--- config.mk ---
export PLATFORM = sky130hd
export DESIGN_NAME = apb_uart_rx
export DESIGN_NICKNAME = d
export VERILOG_FILES = /design/src/rtl/apb_uart_rx.sv
export SDC_FILE = /design/constraint.sdc
export NUM_CORES = 1
export LEC_CHECK = 0
export CAP_MARGIN = 0
export CELL_PAD_IN_SITES_DETAIL_PLACEMENT = 1
export CELL_PAD_IN_SITES_GLOBAL_PLACEMENT = 1
export CORE_AREA = 2 2 115 117
export CTS_CLUSTER_DIAMETER = 80
export DETAILED_ROUTE_END_ITERATION = 8
export DIE_AREA = 0 0 117 119
export PLACE_DENSITY = 0.94
export SLEW_MARGIN = 20
export SYNTH_ARGS = -nofsm -noshare
export SYNTH_HDL_FRONTEND = slang
export SYNTH_SLANG_ARGS = --single-unit
--- constraint.sdc ---
create_clock -name clk -period 6.15 [get_ports clk]
set_clock_uncertainty 0.05 [all_clocks]
set_input_delay 1.23 -clock clk [delete_from_list [all_inputs] [get_ports clk]]
set_output_delay 1.23 -clock clk [all_outputs]
set_load 0.02 [all_outputs]
--- src/rtl/apb_uart_rx.sv ---
// apb_uart_rx: 8N1 UART receiver with RX FIFO behind an APB slave
module apb_uart_rx #(
  parameter int BUS_WIDTH  = 32,
  parameter int DATA_WIDTH = 32,
  parameter int CLK_HZ     = 50_000_000,
  parameter int BAUD       = 9600,
  parameter int FIFO_DEPTH = 8
) (
  input  logic                  clk,
  input  logic                  reset,
  input  logic [BUS_WIDTH-1:0]  S_PADDR,
  input  logic                  S_PWRITE,
  input  logic                  S_PSELx,
  input  logic                  S_PENABLE,
  input  logic [DATA_WIDTH-1:0] S_PWDATA,
  output logic [DATA_WIDTH-1:0] S_PRDATA,
  output logic                  S_PREADY,
  input  logic                  rx_wire,
  output logic                  irq_out,
  output logic [DATA_WIDTH-1:0] irq_data
);
  localparam int CPB = CLK_HZ / BAUD;
  localparam int CW  = $clog2(CPB);
  localparam int AW  = $clog2(FIFO_DEPTH);
  typedef enum logic [1:0] {IDLE, START, DATA, STOP} state_t;
  state_t        state_q, state_d;
  logic [1:0]    sync_q, vld_q;
  logic [CW-1:0] cc_q, cc_d;
  logic [2:0]    bc_q, bc_d;
  logic [7:0]    sh_q, sh_d;
  logic          armed_q, armed_d, ovr_q, ovr_d, ferr_q, ferr_d;
  logic [7:0]    mem_q [FIFO_DEPTH];
  logic [AW-1:0] wp_q, rp_q;
  logic [AW:0]   cnt_q;
  logic          rx_s, en, wr1, pop, push, push_try, ferr_set, ovr_set, empty, full, unused_ok;
  assign rx_s      = sync_q[1];
  assign en        = S_PSELx & S_PENABLE;
  assign S_PREADY  = en;
  assign wr1       = en & S_PWRITE & S_PADDR[0];
  assign empty     = cnt_q == '0;
  assign full      = cnt_q == (AW+1)'(FIFO_DEPTH);
  assign pop       = en & !S_PWRITE & !S_PADDR[0] & !empty;
  assign push      = push_try & (!full | pop);
  assign ovr_set   = push_try & full & !pop;
  assign irq_out   = !empty;
  assign irq_data  = empty ? '0 : DATA_WIDTH'(mem_q[rp_q]);
  assign S_PRDATA  = (!en || S_PWRITE) ? '0 :
                     S_PADDR[0] ? DATA_WIDTH'({cnt_q, ferr_q, ovr_q, full, !empty}) : irq_data;
  assign ovr_d     = ovr_set | (ovr_q & !(wr1 & S_PWDATA[2]));
  assign ferr_d    = ferr_set | (ferr_q & !(wr1 & S_PWDATA[3]));
  assign unused_ok = ^{S_PADDR, S_PWDATA};
  always_comb begin
    state_d  = state_q;
    cc_d     = cc_q + 1'b1;
    bc_d     = bc_q;
    sh_d     = sh_q;
    armed_d  = armed_q | (rx_s & vld_q[1] & state_q == IDLE);
    push_try = 1'b0;
    ferr_set = 1'b0;
    case (state_q)
      IDLE: begin
        cc_d    = '0;
        state_d = (armed_q && !rx_s) ? START : IDLE;
      end
      START: if (cc_q == CW'(CPB/2-1)) begin
        cc_d    = '0;
        bc_d    = '0;
        state_d = rx_s ? IDLE : DATA;
      end
      DATA: if (cc_q == CW'(CPB-1)) begin
        cc_d       = '0;
        sh_d[bc_q] = rx_s;
        bc_d       = bc_q + 3'd1;
        state_d    = bc_q == 3'd7 ? STOP : DATA;
      end
      default: if (cc_q == CW'(CPB-1)) begin
        cc_d     = '0;
        state_d  = IDLE;
        push_try = rx_s;
        ferr_set = !rx_s;
        armed_d  = rx_s;
      end
    endcase
  end
  always_ff @(posedge clk) begin
    if (reset) begin
      state_q <= IDLE;
      sync_q  <= 2'b11;
      vld_q   <= '0;
      cc_q    <= '0;
      bc_q    <= '0;
      sh_q    <= '0;
      armed_q <= 1'b0;
      ovr_q   <= 1'b0;
      ferr_q  <= 1'b0;
      wp_q    <= '0;
      rp_q    <= '0;
      cnt_q   <= '0;
    end else begin
      state_q <= state_d;
      sync_q  <= {sync_q[0], rx_wire};
      vld_q   <= {vld_q[0], 1'b1};
      cc_q    <= cc_d;
      bc_q    <= bc_d;
      sh_q    <= sh_d;
      armed_q <= armed_d;
      ovr_q   <= ovr_d;
      ferr_q  <= ferr_d;
      wp_q    <= wp_q + AW'(push);
      rp_q    <= rp_q + AW'(pop);
      cnt_q   <= cnt_q + (AW+1)'(push) - (AW+1)'(pop);
    end
  end
  always_ff @(posedge clk) begin
    if (push) mem_q[wp_q] <= sh_q;
  end
endmodule

==> reports/summary.txt, run 1 <==
Outcome: completed
Worst setup path endpoint: S_PRDATA[1]
Detailed Route Iter0 Violations: 190
Period utilization: 75.8%
Setup_tns: 0 ns
Most common cell after layout, fill and taps aside: edfxtp_1
Final hold viol count: 0
CP max-delay cell: dfxtp_1
GRT Util Overall: 16.9%
I/O Pins: 136
Largest net degree at the start of global routing: 26
Rows: 42
Clk Latency, worst-skew pair: 0.35 ns
Antenna cells: 0
Final setup vio count: 0
Synth Flop Type: edfxtp_1
CTS Buf Count: 9
Post-CTS Hold Buffers: 0
Worst path bufs/invs: 2
Gpl congestion: 0.768
RSZ-0062 raised after global routing: no
WP depth: 6
Ys Warns: 0
Area delta synth->final: 10.1%
Yosys cell types: 55
Synth top area cells: edfxtp_1 37%, dfxtp_1 17%, buf_4 7.2%
Worst R2R Start: cc_q[0]
Routed WL: 11.3 mm
H-Tree Depth: 3
GR Overflow Total: 0
Clock sink total: 107
Number of routed nets with antenna violations: 0
CORE AREA: 12900 µm²
Die ar.: 13900 µm²
Number of global-route vias before repair: 3383
Power Dens Cells: 258 nW/µm²
Clk slew on worst S/H paths: 0.07 ns
Worst-Margin Slew: 1.00 ns
First drt pass iteration count: 4
Initial antenna violation count: 0
Crit path from: rp_q[0]
Chip Width: 117 µm
Synth Instances: 454
# DRC: 0
CP startpoint kind: flop
CTS tree: yes
Critical path class: reg2out
Async set-reset flop share out of synthesis: 0%
WP data arrival: 3.38 ns
Root buffer cell: clkbuf_16
Area leader, netlist: edfxtp_1
Leakage: 2.04 nW
Vias per Instance: 5.07
Most frequent cells in the layout: 64 x edfxtp_1, 48 x conb_1, 43 x dfxtp_1
Final total power: 1.46 mW
Syn Std Cell Area: 5140 µm²
Yosys reg bits: 107
Share of cells above drive strength 1: 5.85%
Max-Cap Viols: 0
Syn avg cell area: 11.3 µm²
Worst setup EP type: primary output
Top cell type's share of synthesized area: 37.4%
Crit path time final: 4.66 ns
Initial Util: 39.9%
# nets final: 557
Hold slack: 0.366 ns
Avg WL per Cell: 17.2 µm
Critical Path, Cell by Cell: buf_4 -> nor2b_1 -> a2111oi_0 -> a221o_1 -> o31ai_1 -> clkdlybuf4s50_1
Max stage delay on crit path: 0.96 ns
Die Ht: 119 µm
Final HPWL DP: 8.61 mm
RR Endpoint: mem_q[5][2]
Port-buffer cells: 26
CP top delay family: compound AO/OA/AOI/OAI gates
Worst EP required: 4.87 ns
Clock buffer depth: 2
Max Clk Rate: 215 MHz
Post-CTS Setup Repair Bufs: 0
Seq/Total Area, Yosys: 54.2%
Final core occ: 43.9%
Worst R2R Path Depth: 5
Setup slack, reg-to-reg: 2.93 ns
Relative slew margins: 32.8%
Via count: 3319
Critical Path Fanout Max: 22
Hold Path Class: reg2reg
CTS-repair resized insts: 0
Slew Limit Fails: 0
Number of flops mapped to enable cells by yosys: 64
Wire length of the first global-routing pass: 17.7 mm
Peak VDD IR: 0.145 mV
-- stage by stage --
stage	cells	setup WS [ns]	instance area [µm²]
after floorplan	501	2.47	5320
after global placement	639	1.57	5360
after detailed placement	639	1.49	5360
after CTS	655	1.44	5650
after global routing	655	1.32	5660
final	655	1.49	5660
-- per-layer routing --
metal	vias to the layer above	GRT usage [%]	share of wire, %
met5	-	0	0
met4	0	6.62	1.7
met3	14	3.21	3.6
met2	86	31.6	56
met1	1656	18.4	39
li1	1563	-	-
-- logic make-up after synthesis --
kind of cell	Yosys count	synth area share, %
AO/OA/AOI/OAI	45	6.55
XOR/XNOR	15	2.56
adder cells (fa/ha/maj)	13	3.31
buffers and inverters	83	9.89
flip-flops	107	54.2
multiplexers	31	6.62
other	1	0.0730
AND/OR/NAND/NOR	159	16.8
-- layout make-up --
type / count / area, µm²
clock buffer: 10 / 229
clock inverter: 6 / 56.3
fill: 1412 / 7220
inverter: 18 / 67.6
multi-input combinational: 311 / 2030
sequential: 107 / 2780
tap: 176 / 220
timing repair buffer: 27 / 268
-- synthesized netlist by cell type (3+ instances only) --
| cell type | number |
|---|---|
| a21oi_1 | 7 |
| buf_2 | 4 |
| nand2_1 | 35 |
| and2_1 | 5 |
| nor3_1 | 7 |
| nand4_1 | 6 |
| nand2b_1 | 4 |
| nor2_1 | 42 |
| dfxtp_1 | 43 |
| nand3_1 | 16 |
| mux2i_1 | 28 |
| o31ai_1 | 8 |
| xnor2_1 | 13 |
| ha_1 | 12 |
| nor4_1 | 3 |
| o21ai_1 | 3 |
| nor2b_1 | 18 |
| a31oi_1 | 3 |
| edfxtp_1 | 64 |
| inv_1 | 16 |
| a221o_1 | 7 |
| clkbuf_1 | 10 |
| buf_4 | 49 |
| a2111oi_0 | 7 |
-- sequential cells by signal, indices dropped and copies added (netlist names) --
name / count
bc_q: 3
vld_q: 2
rp_q: 3
cc_q: 13
wp_q: 3
ovr_q: 1
sync_q: 2
mem_q: 64
cnt_q: 4
state_q: 2
ferr_q: 1
armed_q: 1
sh_q: 8
-- report_power, final --
group | leakage (nW) | total (mW) | switching, mW | internal, mW
Sequential | 1.05 | 0.763 | 0.00642 | 0.756
Clock | 0.141 | 0.560 | 0.248 | 0.312
Combinational | 0.841 | 0.139 | 0.0946 | 0.0449
Total | 2.04 | 1.46 | 0.349 | 1.11
-- worst min path at each step --
stage | start | endpoint | slack (ns) | depth (start not counted)
final | sync_q[0] | sync_q[1] | 0.37 | 1
after CTS | sync_q[0] | sync_q[1] | 0.37 | 1
after detailed placement | sync_q[0] | sync_q[1] | 0.35 | 1
after global routing | sync_q[0] | sync_q[1] | 0.40 | 1
after global placement | sync_q[0] | sync_q[1] | 0.35 | 1
after floorplan | sync_q[0] | sync_q[1] | 0.34 | 1
No activity file was read; power rests on OpenSTA's default activity.
==> run 2: changes to the inputs <==
CORE_AREA = 2 2 126 128   (was 2 2 115 117)
DIE_AREA = 0 0 128 130   (was 0 0 117 119)
PLACE_DENSITY = 0.84   (was 0.94)
clock period = 3.76 ns   (was 6.15 ns; I/O delays follow)
==> run 2 against run 1 <==
Effect of this change:
- routed wire length down 0.35%
- clock power up 64%
- sequential power up 64%
- register-to-register slack worse by 2.2 ns
- final cell count up 3.5%
- critical path type is now in2out
- largest cell class unchanged
==> reports/summary.txt, run 2 (synthesized netlist as in run 1, its figures left out) <==
Period utilization: 94.6%
Worst EP required: 2.96 ns (-1.91 ns)
Hold Path Class: reg2reg
GRT Util Overall: 14.1% (-2.8 points)
CTS Buf Count: 9 (unchanged)
Number of routed nets with antenna violations: 0 (unchanged)
Rows: 46 (+9.5%)
Placed Area: 5460 µm² (+1.7%)
Crit path time final: 3.56 ns
Critical path class: in2out
Routed WL: 11.2 mm (-0.35%)
H-Tree Depth: 3 (unchanged)
Largest reg by FF count: mem_q
I/O Pins: 136 (unchanged)
Max reg flops: 64 (unchanged)
Setup_tns: 0 ns (unchanged)
Final HPWL DP: 8.42 mm (-2.2%)
Most frequent cells in the layout: 64 x edfxtp_1, 48 x conb_1, 43 x dfxtp_1
Sequential power share: 49.1% (-3.1 points)
Wire length of the first global-routing pass: 18.1 mm (+2.2%)
Peak VDD IR: 0.216 mV (+49%)
Share of cells above drive strength 1: 7.00% (+1.2 points)
CORE AREA: 15400 µm² (+20%)
Max Clk Rate: 281 MHz
RSZ-0062 raised after global routing: no
Design area: 5740 µm² (+1.4%)
# nets final: 565 (+1.4%)
Number of global-route vias before repair: 3492 (+3.2%)
Avg WL per Cell: 16.5 µm (-3.7%)
Combinational share of power: 14.8% (+5.3 points)
Internal Power: 1.89 mW (+70%)
Leakage: 1.85 nW (-9.2%)
Final hold viol count: 0 (unchanged)
Gpl congestion: 0.799 (+4.1%)
GR Overflow Total: 0 (unchanged)
Vias per Instance: 4.89 (-3.4%)
NetSw: 0.644 mW (+85%)
Die ar.: 16600 µm² (+20%)
First drt pass iteration count: 4 (unchanged)
Max-Cap Viols: 0 (unchanged)
Antenna cells: 0 (unchanged)
Most common cell after layout, fill and taps aside: edfxtp_1
Initial antenna violation count: 0 (unchanged)
Detailed Route Iter0 Violations: 153 (-19%)
Chip Width: 128 µm (+9.4%)
Clk Latency, worst-skew pair: 0.35 ns (about the same)
# DRC: 0 (unchanged)
Relative slew margins: 47.0% (+14 points)
Post-CTS Setup Repair Bufs: 0 (unchanged)
Worst-Margin Slew: 0.792 ns (-0.213 ns)
Root buffer cell: clkbuf_16
Largest net degree at the start of global routing: 39 (+50%)
Outcome: completed
Slew Limit Fails: 0 (unchanged)
Area delta synth->final: 11.7%
Die Ht: 130 µm (+9.2%)
PnR worst setup slack: 0.203 ns (-1.29 ns)
WP data arrival: 2.76 ns (-0.62 ns)
Port-buffer cells: 26 (unchanged)
Worst R2R Path Depth: 4 (-1)
Critical Path Fanout Max: 10 (-55%)
Clk slew on worst S/H paths: 0.07 ns (about the same)
Hold Path Depth: 1 (unchanged)
CTS tree: yes
Power share of the clock group: 36.1% (-2.2 points)
Power Dens Cells: 442 nW/µm² (+71%)
Clock sink total: 107 (unchanged)
Clock buffer depth: 2 (unchanged)
Worst setup EP type: primary output
CTS-repair resized insts: 0 (unchanged)
Via count: 3318 (-0.030%)
Top flop regs: mem_q: 64 flops, cc_q: 13 flops, sh_q: 8 flops
Final setup vio count: 0 (unchanged)
Post-CTS Hold Buffers: 0 (unchanged)
CP startpoint kind: input pin
Pre-CTS setup slack: 0.190 ns (-1.30 ns)
Sw Ratio: 25.4% (+1.5 points)
Fill count: 1702 (+21%)
Initial Util: 33.3% (-6.6 points)
run 2: cell types whose count changed in the layout (fill, tap and decap cells not counted):
cell        previous run  this run
buf_12                 0         1
clkinvlp_4             0         2
nor3_1                 5         7
clkinv_2               2         1
clkinv_4               1         0
nor3_2                 2         0
buf_4                  1         8
clkbuf_1               1         0
run 2: final timing paths:
check / to / slack (ns) / startpoint
worst max-delay path: S_PRDATA[3] / 0.20 / S_PADDR[0]
worst max register to register: mem_q[7][2] / 0.73 / cc_q[7]
worst min register to register: sync_q[1] / 0.37 / sync_q[0]
worst min-delay path: sync_q[1] / 0.37 / sync_q[0]
run 2: layer usage:
layer / share of wire, % / vias up / GRT usage (%)
met5: 0 / - / 0
met4: 3.3 / 0 / 7.56
met3: 2.8 / 25 / 2.46
met2: 53 / 74 / 26.2
met1: 41 / 1637 / 15.4
li1: - / 1582 / -
run 2: cell type report:
cell class	count	area [µm²]	share of cell area, %
timing repair buffer	35	340	5.93
tap	192	240	4.19
clock buffer	9	225	3.92
sequential	107	2780	48.5
multi-input combinational	311	2020	35.3
clock inverter	6	57.6	1.00
inverter	18	67.6	1.18
run 2: power by group through the flow:
| stage | clock network [mW] | logic (mW) | registers [mW] |
|---|---|---|---|
| after detailed placement | 0 | 0.377 | 1.27 |
| final | 0.916 | 0.376 | 1.25 |
| after global routing | 0.983 | 0.411 | 1.25 |
| after floorplan | 0 | 0.270 | 1.27 |
| after global placement | 0 | 0.367 | 1.27 |
| after CTS | 0.937 | 0.378 | 1.24 |
run 2: metrics by stage:
step                      std cells  power [mW]  util (%)  hold WS, ns
after floorplan                 501        1.54         -        0.339
after global placement          663        1.64      35.4        0.343
after detailed placement        663        1.65      35.4        0.356
after CTS                       678        2.56      37.2        0.372
after global routing            678        2.64      37.2        0.421
final                           678        2.54      37.2        0.368
run 2: critical path: stages:
cell	delay, ns
clkdlybuf4s50_1	0.44
nand4bb_1	0.49
o31ai_1	0.40
clkdlybuf4s50_1	0.67
